--- config.mk ---
export PLATFORM = sky130hd
export DESIGN_NAME = world_sel_ctrl
export DESIGN_NICKNAME = d
export VERILOG_FILES = /design/src/rtl/world_sel_ctrl.sv
export SDC_FILE = /design/constraint.sdc
export NUM_CORES = 1
export LEC_CHECK = 0
export BUFFER_PORTS_ARGS = -buffer_cell sky130_fd_sc_hd__buf_2
export CORE_MARGIN = 8
export CORE_UTILIZATION = 57
export DETAILED_ROUTE_END_ITERATION = 12
export PLACE_DENSITY = 0.77
export SYNTH_ARGS = -nofsm -noshare
export SYNTH_HDL_FRONTEND = slang
export SYNTH_SLANG_ARGS = --single-unit
--- constraint.sdc ---
create_clock -name clk -period 2.6 [get_ports clk]
set_clock_uncertainty 0.15 [all_clocks]
set_input_delay 0.52 -clock clk [delete_from_list [all_inputs] [get_ports clk]]
set_output_delay 0.52 -clock clk [all_outputs]
set_load 0.1 [all_outputs]
--- src/rtl/world_sel_ctrl.sv ---
// world_sel_ctrl: button/auto-rotate city selector committing world_sel on LCD frame boundaries
module world_sel_ctrl #(
  parameter int NUM_CITIES  = 5,
  parameter int DEB_CYCLES  = 20,
  parameter int AUTO_FRAMES = 8
) (
  input  logic       clk,
  input  logic       rst,
  input  logic       btn_next,
  input  logic       btn_prev,
  input  logic       auto_en,
  input  logic       frame_done,
  output logic [2:0] world_sel,
  output logic       pending,
  output logic [7:0] led_sel
);
  localparam int DW = $clog2(DEB_CYCLES + 1);
  localparam int AW = $clog2(AUTO_FRAMES + 1);
  localparam logic [2:0] LAST = 3'(NUM_CITIES - 1);
  typedef enum logic {IDLE, WAIT_FRAME} state_t;
  state_t state, state_nxt;
  logic [1:0] s1, s2, stb, stb_d, prs;
  logic [DW-1:0] cnt [2];
  logic [AW-1:0] acnt, acnt_nxt;
  logic [2:0] target, target_nxt, inc, dec, ws_nxt;
  logic [7:0] led_nxt;
  logic step, commit, pend_nxt;
  assign inc = (target == LAST) ? 3'd0 : target + 3'd1;
  assign dec = (target == 3'd0) ? LAST : target - 3'd1;
  // button sync, debounce and registered press pulse; bit 0 = next, bit 1 = prev
  always_ff @(posedge clk or posedge rst)
    if (rst) begin
      s1 <= '0;
      s2 <= '0;
      stb <= '0;
      stb_d <= '0;
      prs <= '0;
      cnt[0] <= '0;
      cnt[1] <= '0;
    end else begin
      s1 <= {btn_prev, btn_next};
      s2 <= s1;
      stb_d <= stb;
      prs <= stb & ~stb_d;
      for (int i = 0; i < 2; i++)
        if (s2[i] == stb[i]) cnt[i] <= '0;
        else if (cnt[i] == DW'(DEB_CYCLES - 1)) begin
          stb[i] <= s2[i];
          cnt[i] <= '0;
        end else cnt[i] <= cnt[i] + 1'b1;
    end
  // auto-rotate frame counting and target selection; presses override and restart the count
  always_comb begin
    step = 1'b0;
    acnt_nxt = acnt;
    if (|prs || !auto_en) acnt_nxt = '0;
    else if (frame_done && state == IDLE) begin
      step = acnt == AW'(AUTO_FRAMES - 1);
      acnt_nxt = step ? '0 : acnt + 1'b1;
    end
    target_nxt = (prs == 2'b01) ? inc : (prs == 2'b10) ? dec : step ? inc : target;
  end
  // state, target and registered outputs
  always_ff @(posedge clk or posedge rst)
    if (rst) begin
      state <= IDLE;
      target <= '0;
      acnt <= '0;
      world_sel <= '0;
      led_sel <= 8'h01;
      pending <= 1'b0;
    end else begin
      state <= state_nxt;
      target <= target_nxt;
      acnt <= acnt_nxt;
      world_sel <= ws_nxt;
      led_sel <= led_nxt;
      pending <= pend_nxt;
    end
  // next state: leave IDLE on target change, return on commit or when the target comes back
  always_comb
    state_nxt = (state == IDLE) ? ((target != world_sel) ? WAIT_FRAME : IDLE)
                                : ((frame_done || target == world_sel) ? IDLE : WAIT_FRAME);
  // commit takes the post-update target so a same-cycle press is not lost
  always_comb begin
    commit = state == WAIT_FRAME && frame_done;
    ws_nxt = commit ? target_nxt : world_sel;
    led_nxt = commit ? 8'd1 << target_nxt : led_sel;
    pend_nxt = state_nxt == WAIT_FRAME;
  end
endmodule

==> results of run 1 <==
==> through the flow <==
stage | cells | util, % | worst slack (ns) | power, uW | cell area, um^2
after floorplan | 160 | - | 0.173 | 964 | 1830
after global placement | 218 | 63.9 | 0.482 | 1030 | 1950
after detailed placement | 218 | 63.9 | 0.342 | 1040 | 1950
after CTS | 226 | 65.9 | 0.338 | 1350 | 2010
after global routing | 226 | 65.9 | 0.129 | 1400 | 2010
final | 226 | 65.9 | 0.337 | 1330 | 2010
==> cell usage in the layout (no fill, tap or decap), types with 3 or more instances in the layout <==
cell type / count
sky130_fd_sc_hd__xor2_1: 11
sky130_fd_sc_hd__a21oi_1: 5
sky130_fd_sc_hd__mux2i_1: 3
sky130_fd_sc_hd__nor2b_1: 4
sky130_fd_sc_hd__clkbuf_4: 5
sky130_fd_sc_hd__nand3_1: 5
sky130_fd_sc_hd__nand2b_1: 4
sky130_fd_sc_hd__nor3_1: 5
sky130_fd_sc_hd__ha_1: 6
sky130_fd_sc_hd__nor2_1: 19
sky130_fd_sc_hd__mux2_2: 3
sky130_fd_sc_hd__dfrtp_1: 38
sky130_fd_sc_hd__buf_2: 17
sky130_fd_sc_hd__a22o_1: 6
sky130_fd_sc_hd__inv_1: 8
sky130_fd_sc_hd__nand2_1: 8
==> state kept, by name, indices dropped and copies added (netlist names) <==
| register | cells |
|---|---|
| acnt | 4 |
| prs | 2 |
| stb_d | 2 |
| cnt | 10 |
| s2 | 2 |
| target | 3 |
| state | 1 |
| s1 | 2 |
| led_sel | 8 |
| world_sel | 3 |
| stb | 2 |
==> per-layer routing <==
| metal | global-route usage [%] | up-vias |
|---|---|---|
| met5 | 0 | - |
| met4 | 7.33 | 0 |
| met3 | 5.49 | 9 |
| met2 | 21.6 | 24 |
| met1 | 15.6 | 582 |
| li1 | - | 597 |
==> cell families after synthesis <==
| group | share of synthesized area, % |
|---|---|
| AND/OR/NAND/NOR | 17.9 |
| flip-flops | 53.5 |
| AO/OA/AOI/OAI | 11.4 |
| XOR/XNOR | 6.23 |
| buffers and inverters | 3.36 |
| multiplexers | 3.49 |
| adder cells (fa/ha/maj) | 4.11 |
==> final cells by class <==
| type | count | area share (%) |
|---|---|---|
| Clock inverter | 1 | 0.249 |
| Timing Repair Buffer | 19 | 4.98 |
| Multi-Input combinational cell | 108 | 39.2 |
| Tap cell | 44 | 2.74 |
| Sequential cell | 39 | 48.6 |
| Inverter | 8 | 1.49 |
| Clock buffer | 7 | 2.74 |
==> where the power goes <==
group | switching (uW) | internal, uW | leakage, uW | total, uW
Sequential | 33.8 | 646 | 0.000514 | 680
Clock | 180 | 131 | 0.0000353 | 311
Combinational | 267 | 74.7 | 0.000485 | 341
==> path summary, 6_finish.rpt <==
| check | end | start | cells past startpoint | slack, ns |
|---|---|---|---|---|
| min reg2reg | s2[1]$_DFF_PP0_ | s1[1]$_DFF_PP0_ | 0 | 0.21 |
| min in group asynchronous | cnt[9]$_DFF_PP0_ | rst | 3 | 0.14 |
| max in group asynchronous | led_sel[0]$_DFFE_PP1P_ | rst | 3 | 1.81 |
| min | s1[0]$_DFF_PP0_ | btn_next | 1 | 0.13 |
| max | led_sel[2]$_DFFE_PP0P_ | target[0]$_DFF_PP0_ | 7 | 0.34 |
| max reg2reg | led_sel[2]$_DFFE_PP0P_ | target[0]$_DFF_PP0_ | 7 | 0.34 |
==> run summary, run 1 <==
The post-synthesis sequential area ratio is 53.5%. The global-route wire length before repair came out at 5580 um. The number of diodes added for antenna fixing is 0. Across the run, the number of max-cap violations was 0.

The sink count of the clock tree came out at 39. The number of setup buffers added after CTS is 0. In the synthesized netlist the async set-or-reset flop fraction comes to 100%. The analysis attributes to cell leakage a power of 0.00103 uW. The area of all sequential standard cells came out at 977 um^2. The tightest slew margin relative to the limit came out at 67.6%. The stage delay of the slowest cell on the critical path is 0.50 ns.

The clock-pin slew on the worst setup and hold paths came out at 0.10 ns. The vertical die dimension came out at 72.6 um. The chip width came out at 72.6 um. After detailed routing, the average wire length per cell comes to 14.3 um.

The flow ran to the end, and the final reports show no timing, DRC or antenna violations. Setup violations remaining at the end of the flow were counted as 0. The data arrival time of the critical path is 2.35 ns. On the critical path the largest part of the delay comes from compound AO/OA/AOI/OAI gates. The peak clock frequency supported by timing came out at 442 MHz. The leftover overflow at the end of global routing came out at 0. The H-tree depth is 2. The post-synthesis net count came out at 172. The post-synthesis sequential element count is 39. The count of synthesis-stage warnings from yosys came out at 0. The die area is 0.00527 mm^2. The largest fanout on the critical path is 6. The mean cell area of the mapped netlist is 11.4 um^2. STA classifies the critical path startpoint as a flip-flop. The residual antenna-violating net count after detailed routing is 0. Summed over all failing endpoints, the final setup total negative slack is 0 ns. The number of global-route vias before repair came out at 1,256. TritonCTS built the clock tree. The slowest stage of the critical path is the sky130_fd_sc_hd__or4b_1 cell.

Among all cell types in the netlist, the one instantiated most often is sky130_fd_sc_hd__dfrtp_1. The cell at the root of the clock tree is sky130_fd_sc_hd__clkbuf_4. The largest vdd supply drop came out at 0.000425 V. The area growth from synthesis to layout came out at 10.1%. The max-slew violation count is 0. The starting density of the core came out at 59.8%. The count of unresolved DRC violations after routing came out at 0. The initial antenna violation count is 0. Among all flip-flop cells after synthesis, the most frequent one is sky130_fd_sc_hd__dfrtp_1. The largest total area in the synthesized netlist belongs to sky130_fd_sc_hd__dfrtp_1. The core box area came out at 0.00305 mm^2. In the post-synthesis netlist, the biggest area contributors are sky130_fd_sc_hd__dfrtp_1 52%, sky130_fd_sc_hd__xor2_1 5.3%, sky130_fd_sc_hd__ha_1 4.1%.

At the pin with the least slew margin, the transition time is 0.490 ns. In the global route stage, overall resource usage came out at 13.7%. After detailed routing, no signal wire sits above met4. The total half-perimeter wirelength after legalization and detailed placement came out at 2420 um.

For this run, the post-layout net count is 193. In this run, synthesis inferred 0 flip-flops with an integrated enable. The clock passes through at most 2 buffers. The share of the synthesized area in the top cell type came out at 52.1%. The worst hold path belongs to the class in2reg. The fraction of final layout cells sized beyond drive strength 1 came out at 19.8%. Yosys mapped the design onto 45 distinct sky130hd cell types. The detailed router finished its first iteration with 117 violations.

The layout has 247 filler cells. The number of search-and-repair iterations in the first detailed-routing pass came out at 4. The met3 wirelength from detailed routing is 146 um. The detailed-routed wire length on met2 is 1550 um. Power spread over the standard cell area amounts to 662 mW/mm^2. Gates resized during post-CTS repair numbered 0. The total of buffers placed on input and output ports is 17.

The kind of end point of the critical path is a flip-flop. Entering global routing, the biggest net connects 40 pins. The detailed router put a total of 1450 um of wire on met1. The congestion estimate from routability-driven global placement came to 0.876. The post-synthesis cell count is 160.

18 I/O pins were placed. The synthesized netlist occupies a cell area of 0.00183 mm^2. The total area of multi-input combinational cells came out at 788 um^2.

The detailed-route via count came out at 1,212. The commonest cells after synthesis are 38 x sky130_fd_sc_hd__dfrtp_1, 19 x sky130_fd_sc_hd__nor2_1, 11 x sky130_fd_sc_hd__xor2_1. At the worst endpoint, the required time is 2.69 ns. Hold is met by 0.128 ns. The aggregate routed wire length is 3230 um. The critical setup path kind is reg2reg. Setup repair after global routing left no endpoint under its margin. The clock latency of the later-clocked register in the worst-skew pair came out at 0.34 ns. Walking the worst path, the cells encountered are inv_1 > ha_1 > or4b_1 > o211a_2 > o221ai_4 > nor2b_1 > a22o_1.

The via density per instance came out at 5.36. The number of placement rows came out at 20. The number of buffer and inverter stages on the critical path came out at 1. The total CTS buffers came out at 5. The number of endpoints with negative hold slack in the final report came out at 0. The clock period could shrink to 2.26 ns. The share of the clock period used by the worst path came out at 87.0%. In this run, post-CTS hold repair placed 0 buffers.
(Power assumes the default switching activity.)
==> run 2: changes to the inputs <==
CORE_UTILIZATION = 30   (was 57)
CTS_CLUSTER_SIZE = 8   (was not set)
PLACE_DENSITY = not set   (was 0.77)
==> run 2 against run 1 <==
Fmax up 2.8%; clock power up 32%; wire length up 1.9%; cell count up 14%; clock-buffer cell count down 2; critical path depth unchanged; die area up 68%; critical endpoint unchanged.
==> run summary, run 2 (synthesized netlist as in run 1, its figures left out) <==
After global routing the overflow that remains totals 0. The final worst-path setup slack came out at 0.400 ns. The worst hold path class is in2async. The detailed-route via count is 1,198. The number of buffers on the longest clock path came out at 2. At the later pin of the worst-skew pair, clock insertion delay measures 0.29 ns. Leaving out fill and tap cells, the most frequent cell in the layout is sky130_fd_sc_hd__dfrtp_1. The number of endpoints with negative hold slack in the final report came out at 0.

The flip-flop count of the largest register, all copies and words added is 10. The all-layer global routing usage came out at 8.61%. In this run the top signal layer used is met4.

The share of the clock period used by the worst path is 84.6%. The routability congestion estimate from global placement came out at 0.803. The worst slack on hold paths is 0.177 ns.

The core box area is 0.00592 mm^2. The starting density of the core came out at 30.9%. The number of nets in the final layout came out at 193. The depth of the worst register-to-register path is 7. After legalization and detailed placement, the total HPWL measured 2410 um. The first detailed-routing pass took 4 iterations. The reg-to-reg critical path endpoint is led_sel[2]$_DFFE_PP0P_. The area growth from synthesis to layout is 14.0%. The clock-pin slew on the worst setup and hold paths came out at 0.08 ns. The largest fanout on the critical path came out at 6.

The H-tree was split into 2 levels. The number of global-route vias before repair came out at 1,294. Port buffering added 17 buffers.

The detailed-routed wire length on met2 came out at 1610 um. The worst register-to-register path has a setup slack of 0.40 ns. The pre-CTS setup slack came out at 0.396 ns. The vertical die dimension came out at 94.0 um. After detailed routing, the average wire length per cell comes to 12.8 um. The aggregate routed wire length is 3290 um.

The data arrival time of the critical path is 2.23 ns. The largest registers in the layout are cnt (10), led_sel (8), acnt (4). The number of ports placed on the die boundary came out at 18. Ranked by flip-flop count, first place goes to cnt. The count of cells resized by post-cts repair came out at 0. For the final routed database, the setup TNS stands at 0 ns. The initial antenna violation count was 0. For this run, design rule violations remaining after detail routing come to 0.

The floorplan step set the die width to 94.0 um. The max-slew violation count is 0. In this run, the number of DRC markers left after iteration 0 of detailed routing was 80. The buffer count from post-CTS setup fixing is 0. The wire length the detailed router placed on met1 is 1460 um. The standby leakage power is 0.00104 uW. The flow ran to the end, and the final reports show no timing, DRC or antenna violations. The first global-routing pass estimated 6070 um of wire. The tightest slew margin relative to the limit came out at 67.6%.

Cells with a size suffix above 1 make up 20.3% of the layout. The worst setup path is launched from a flip-flop. The slew at the pin with the worst max-slew slack came out at 0.486 ns. Detailed routing placed a total of 139 um of wire on met3.

The power density relative to cell area is 688 mW/mm^2. The number of placement rows is 28. The max-capacitance violation count came out at 0.

Counting I/O delays and the setup requirement, the final critical path takes 2.20 ns. TritonCTS built the clock tree. STA classifies the critical path endpoint as a flip-flop. The number of diodes added for antenna fixing came out at 0. The sink count of the clock tree came out at 39. Setup repair after global routing left no endpoint under its margin. The worst setup path is of the reg2reg kind. Data on the critical path is required at its endpoint by 2.63 ns. The total of hold buffers inserted after clock tree synthesis is 0. CTS placed an instance of sky130_fd_sc_hd__clkbuf_8 at the clock tree root. In the layout the commonest cells are 38 x sky130_fd_sc_hd__dfrtp_1, 19 x sky130_fd_sc_hd__nor2_1, 17 x sky130_fd_sc_hd__buf_2.

The startpoint identified for the worst register-to-register timing path is target[0]$_DFF_PP0_. The die area came out at 0.00884 mm^2. Setup violations remaining at the end of the flow were counted as 0. Once detail routing completed, the nets flagged for antenna violations numbered 0.

Based on the critical path, the design can be clocked at up to 455 MHz. The via density per instance is 4.66. Entering global routing, the biggest net connects 40 pins.

The total CTS buffers came out at 5. The largest vdd supply drop is 0.000435 V.
run 2: through the flow:
step,instance area [um^2],utilization [%],instances,total power (uW)
2_1_floorplan,1830,-,160,964
3_3_place_gp,1990,33.6,249,1040
3_5_place_dp,1990,33.6,249,1040
4_1_cts,2080,35.2,257,1450
5_1_grt,2080,35.2,257,1500
6_report,2080,35.2,257,1430
run 2: worst max-delay path by stage:
stage,endpoint,startpoint,depth (start not counted),slack [ns]
2_1_floorplan,led_sel[2]$_DFFE_PP0P_,state$_DFF_PP0_,6,0.17
3_3_place_gp,led_sel[0]$_DFFE_PP1P_,frame_done,7,0.38
3_5_place_dp,led_sel[2]$_DFFE_PP0P_,frame_done,6,0.40
4_1_cts,led_sel[2]$_DFFE_PP0P_,target[0]$_DFF_PP0_,7,0.41
5_1_grt,led_sel[0]$_DFFE_PP1P_,target[1]$_DFF_PP0_,8,0.20
6_report,led_sel[2]$_DFFE_PP0P_,target[0]$_DFF_PP0_,7,0.40
run 2: metal layers:
| metal | up-vias | global-route usage (%) |
|---|---|---|
| li1 | 600 | - |
| met1 | 563 | 9.89 |
| met2 | 26 | 13.9 |
| met3 | 9 | 2.80 |
| met4 | 0 | 4.62 |
| met5 | - | 0 |
run 2: final cells by class:
type	instances	area, um^2
clock buffer	5	68.8
clock inverter	3	25.0
inverter	8	30.0
timing repair buffer	19	100
sequential	39	977
tap	75	93.8
multi-input combinational	108	788
fill	583	3840
run 2: report_power, final:
part           total, uW  internal, uW  switching, uW
Clock                412           192            220
Sequential           680           646           33.6
Combinational        341          74.6            267
Total               1430           912            520
run 2: critical path, stage by stage (launching register included):
cell	delay, ns
sky130_fd_sc_hd__dfrtp_1	0.42
sky130_fd_sc_hd__inv_1	0.09
sky130_fd_sc_hd__ha_1	0.27
sky130_fd_sc_hd__or4b_1	0.49
sky130_fd_sc_hd__o211a_2	0.18
sky130_fd_sc_hd__o221ai_4	0.20
sky130_fd_sc_hd__nor2b_1	0.09
sky130_fd_sc_hd__a22o_1	0.21
==> run 3: changes to the inputs <==
clock period = 2.04 ns   (was 2.6 ns; I/O delays follow)
==> run 3 against run 2 <==
The flow now finishes with violations (setup timing); setup slack got worse by 0.40 ns; wire length rose by 14%; hold slack got worse by 0.12 ns; critical endpoint is now led_sel[5]$_DFFE_PP0P_; combinational power rose by 37%; clock power rose by 84%; sequential power rose by 28%; utilization rose by 4.2 points; die area did not move; largest power group unchanged; flip-flop and latch count did not move; design area rose by 12%; power rose by 46%.
==> run summary, run 3 (synthesized netlist as in run 1, its figures left out) <==
The final worst-path setup slack came out at -0.00109 ns. For flop-to-flop paths, the worst setup slack is -0.001 ns. Based on the critical path, the design can be clocked at up to 490 MHz. For this design, the sink count on the clock tree is 39. Counting I/O delays and the setup requirement, the final critical path takes 2.04 ns. The analysis attributes to cell leakage a power of 0.00114 uW. The aggregate routed wire length came out at 3750 um. The H-tree depth is 2.

The initial antenna violation count came out at 0. The number of diodes added for antenna fixing came out at 0. The starting density of the core came out at 30.9%.

The violation count after the first detailed-routing iteration came out at 54. The required time at the worst-slack endpoint is 2.08 ns. The cell family contributing the most delay on the critical path is flip-flops.

The global-route wire length before repair is 6600 um. The stage delay of the slowest cell on the critical path is 0.55 ns. The worst hold path class is in2async. In this run the standard cell core region covers 0.00592 mm^2. After the last flow step, the layout net total stands at 212. More flip-flops sit in one register than any other, and that register is cnt. The checks that failed: setup timing. The cell count after placement is 266. Following the worst setup path forward leads to its endpoint at led_sel[5]$_DFFE_PP0P_. The number of ports placed on the die boundary is 18. Along the worst path, the maximum fanout reaches 9. The tightest slew margin relative to the limit is 54.4%. The wire-length estimate of the detail-placed layout is 2700 um. In this run the critical register-to-register path is launched from prs[1]$_DFF_PP0_. The flow ran to the end, but the final reports show violations. The number of global-route vias before repair came out at 1,422. The clock latency of the later-clocked register in the worst-skew pair came out at 0.29 ns.

The vertical die dimension is 94.0 um. The top cell types in the final layout, fill and taps aside, are 37 x sky130_fd_sc_hd__dfrtp_1, 21 x sky130_fd_sc_hd__buf_4, 19 x sky130_fd_sc_hd__nor2_1. The post-route netlist has 34.8% of its cells at a drive strength greater than 1.

For this block, the via count after detailed routing is 1,296. The wire length per cell is 13.6 um. TritonCTS built the clock tree.

The area growth from synthesis to layout came out at 27.5%. The sum of negative setup slack is -0.00181 ns. The first detailed-routing pass ran for 4 iterations. The most frequent standard cell in the layout excluding fill and tap cells is sky130_fd_sc_hd__dfrtp_1.

After detailed routing, the number of vias per cell comes to 4.70. Entering global routing, the biggest net connects 18 pins. STA classifies the critical path startpoint as a flip-flop.

In the final layout, the registers with the most flip-flops are cnt (10), led_sel (8), acnt (4). The leftover overflow at the end of global routing came out at 0. STA classifies the critical path endpoint as a flip-flop.

The die area came out at 0.00884 mm^2. In this run the worst setup path begins at prs[1]$_DFF_PP0_. The slew at the pin with the worst max-slew slack is 0.683 ns. The number of filler cells placed in the layout came out at 580. In this run the power density over the cells is 900 mW/mm^2. The number of buffers and inverters on the critical path is 1. The clock-pin slew on the worst setup and hold paths is 0.08 ns. The endpoint identified for the worst register-to-register timing path is led_sel[5]$_DFFE_PP0P_. The total number of cells along the worst setup path came out at 6. The total CTS buffers is 5. The slowest stage of the critical path is the sky130_fd_sc_hd__dfrtp_1 cell. The tree is rooted in a sky130_fd_sc_hd__clkbuf_8. The initialized floorplan defines 28 standard-cell rows. The largest vdd supply drop is 0.000420 V. The worst setup path is of the reg2reg kind.

The depth of the worst register-to-register path is 6. The residual antenna-violating net count after detailed routing is 0. The max-slew violation count came out at 0. For the worst setup path, the data arrival time is 2.08 ns.

The count of unresolved DRC violations after routing is 0. The number of endpoints with negative hold slack in the final report is 0. In this run the horizontal extent of the chip is 94.0 um. The non-filler instance count after layout is 276.

Setup repair after global routing could not meet its margin everywhere. The share of the clock period used by the worst path is 100%. The final count of negative-setup-slack endpoints is 2. Traced cell by cell, the critical path runs through and4bb_2 > a21oi_2 > mux2i_2 > buf_4 > nor2_1 > a22o_1.

The congestion estimate from routability-driven global placement came to 0.824. The total of buffers placed on input and output ports came out at 17. The all-layer global routing usage came out at 9.57%.

The number of buffers on the longest clock path is 2. The tool flagged a number of max-cap violations equal to 0. The flip-flop count of the largest register, all copies and words added came out at 10.
[run 3: cell types whose count changed in the layout (fill, tap and decap cells not counted), moves of 3 or more]
cell | before | now
sky130_fd_sc_hd__buf_4 | 2 | 21
sky130_fd_sc_hd__inv_1 | 8 | 5
sky130_fd_sc_hd__ha_1 | 6 | 2
sky130_fd_sc_hd__ha_2 | 0 | 3
sky130_fd_sc_hd__inv_2 | 0 | 3
[run 3: metrics by stage]
stage               util [%]  hold WS, ns  instance area (um^2)  power, uW  setup WS [ns]
global route            39.3       0.0459                  2330       2190        -0.0710
global placement        35.9        0.184                  2130       1350        -0.0275
detailed placement      35.9        0.196                  2130       1350        -0.0148
CTS                     38.8       0.0567                  2300       2120       -0.00848
floorplan                  -        0.181                  1840       1240        0.00664
finish                  39.3       0.0545                  2330       2100       -0.00109
[run 3: layout make-up]
cell class / instances / area (um^2) / share of cell area [%]
sequential: 39 / 981 / 42.1
multi-input combinational: 108 / 850 / 36.5
timing repair buffer: 38 / 243 / 10.4
tap: 75 / 93.8 / 4.03
clock buffer: 6 / 72.6 / 3.11
clock inverter: 2 / 60.1 / 2.58
inverter: 8 / 30.0 / 1.29
[run 3: worst min-delay path by stage]
stage | slack [ns] | startpoint | cells after the start | end
after floorplan | 0.18 | s1[0]$_DFF_PP0_ | 0 | s2[0]$_DFF_PP0_
after global placement | 0.18 | s1[1]$_DFF_PP0_ | 0 | s2[1]$_DFF_PP0_
after detailed placement | 0.20 | s1[0]$_DFF_PP0_ | 0 | s2[0]$_DFF_PP0_
after CTS | 0.06 | btn_next | 1 | s1[0]$_DFF_PP0_
after global routing | 0.05 | btn_next | 1 | s1[0]$_DFF_PP0_
final | 0.05 | rst | 2 | stb[1]$_DFFE_PP0P_
[run 3: routing by layer]
metal / global-route usage, % / wire length [um] / vias to the layer above
li1: - / - / 635
met1: 11.2 / 1790 / 631
met2: 15.3 / 1720 / 22
met3: 3.60 / 163 / 8
met4: 4.23 / 69 / 0
met5: 0 / 0 / -
[run 3: where the power goes]
group	total (uW)	switching, uW	internal, uW	leakage [uW]
Clock	758	269	489	0.0000654
Combinational	467	349	119	0.000566
Sequential	872	42.1	830	0.000513
Total	2100	660	1440	0.00114
[run 3: timing repair]
| item | CTS | global route |
|---|---|---|
| setup buffers | 1 | 1 |
| gates resized for setup | 10 | 7 |
| setup endpoints to repair | 6 | 10 |
| cloned | 0 | 0 |
| pin swaps | 0 | 5 |
| hold buffers | 0 | 0 |
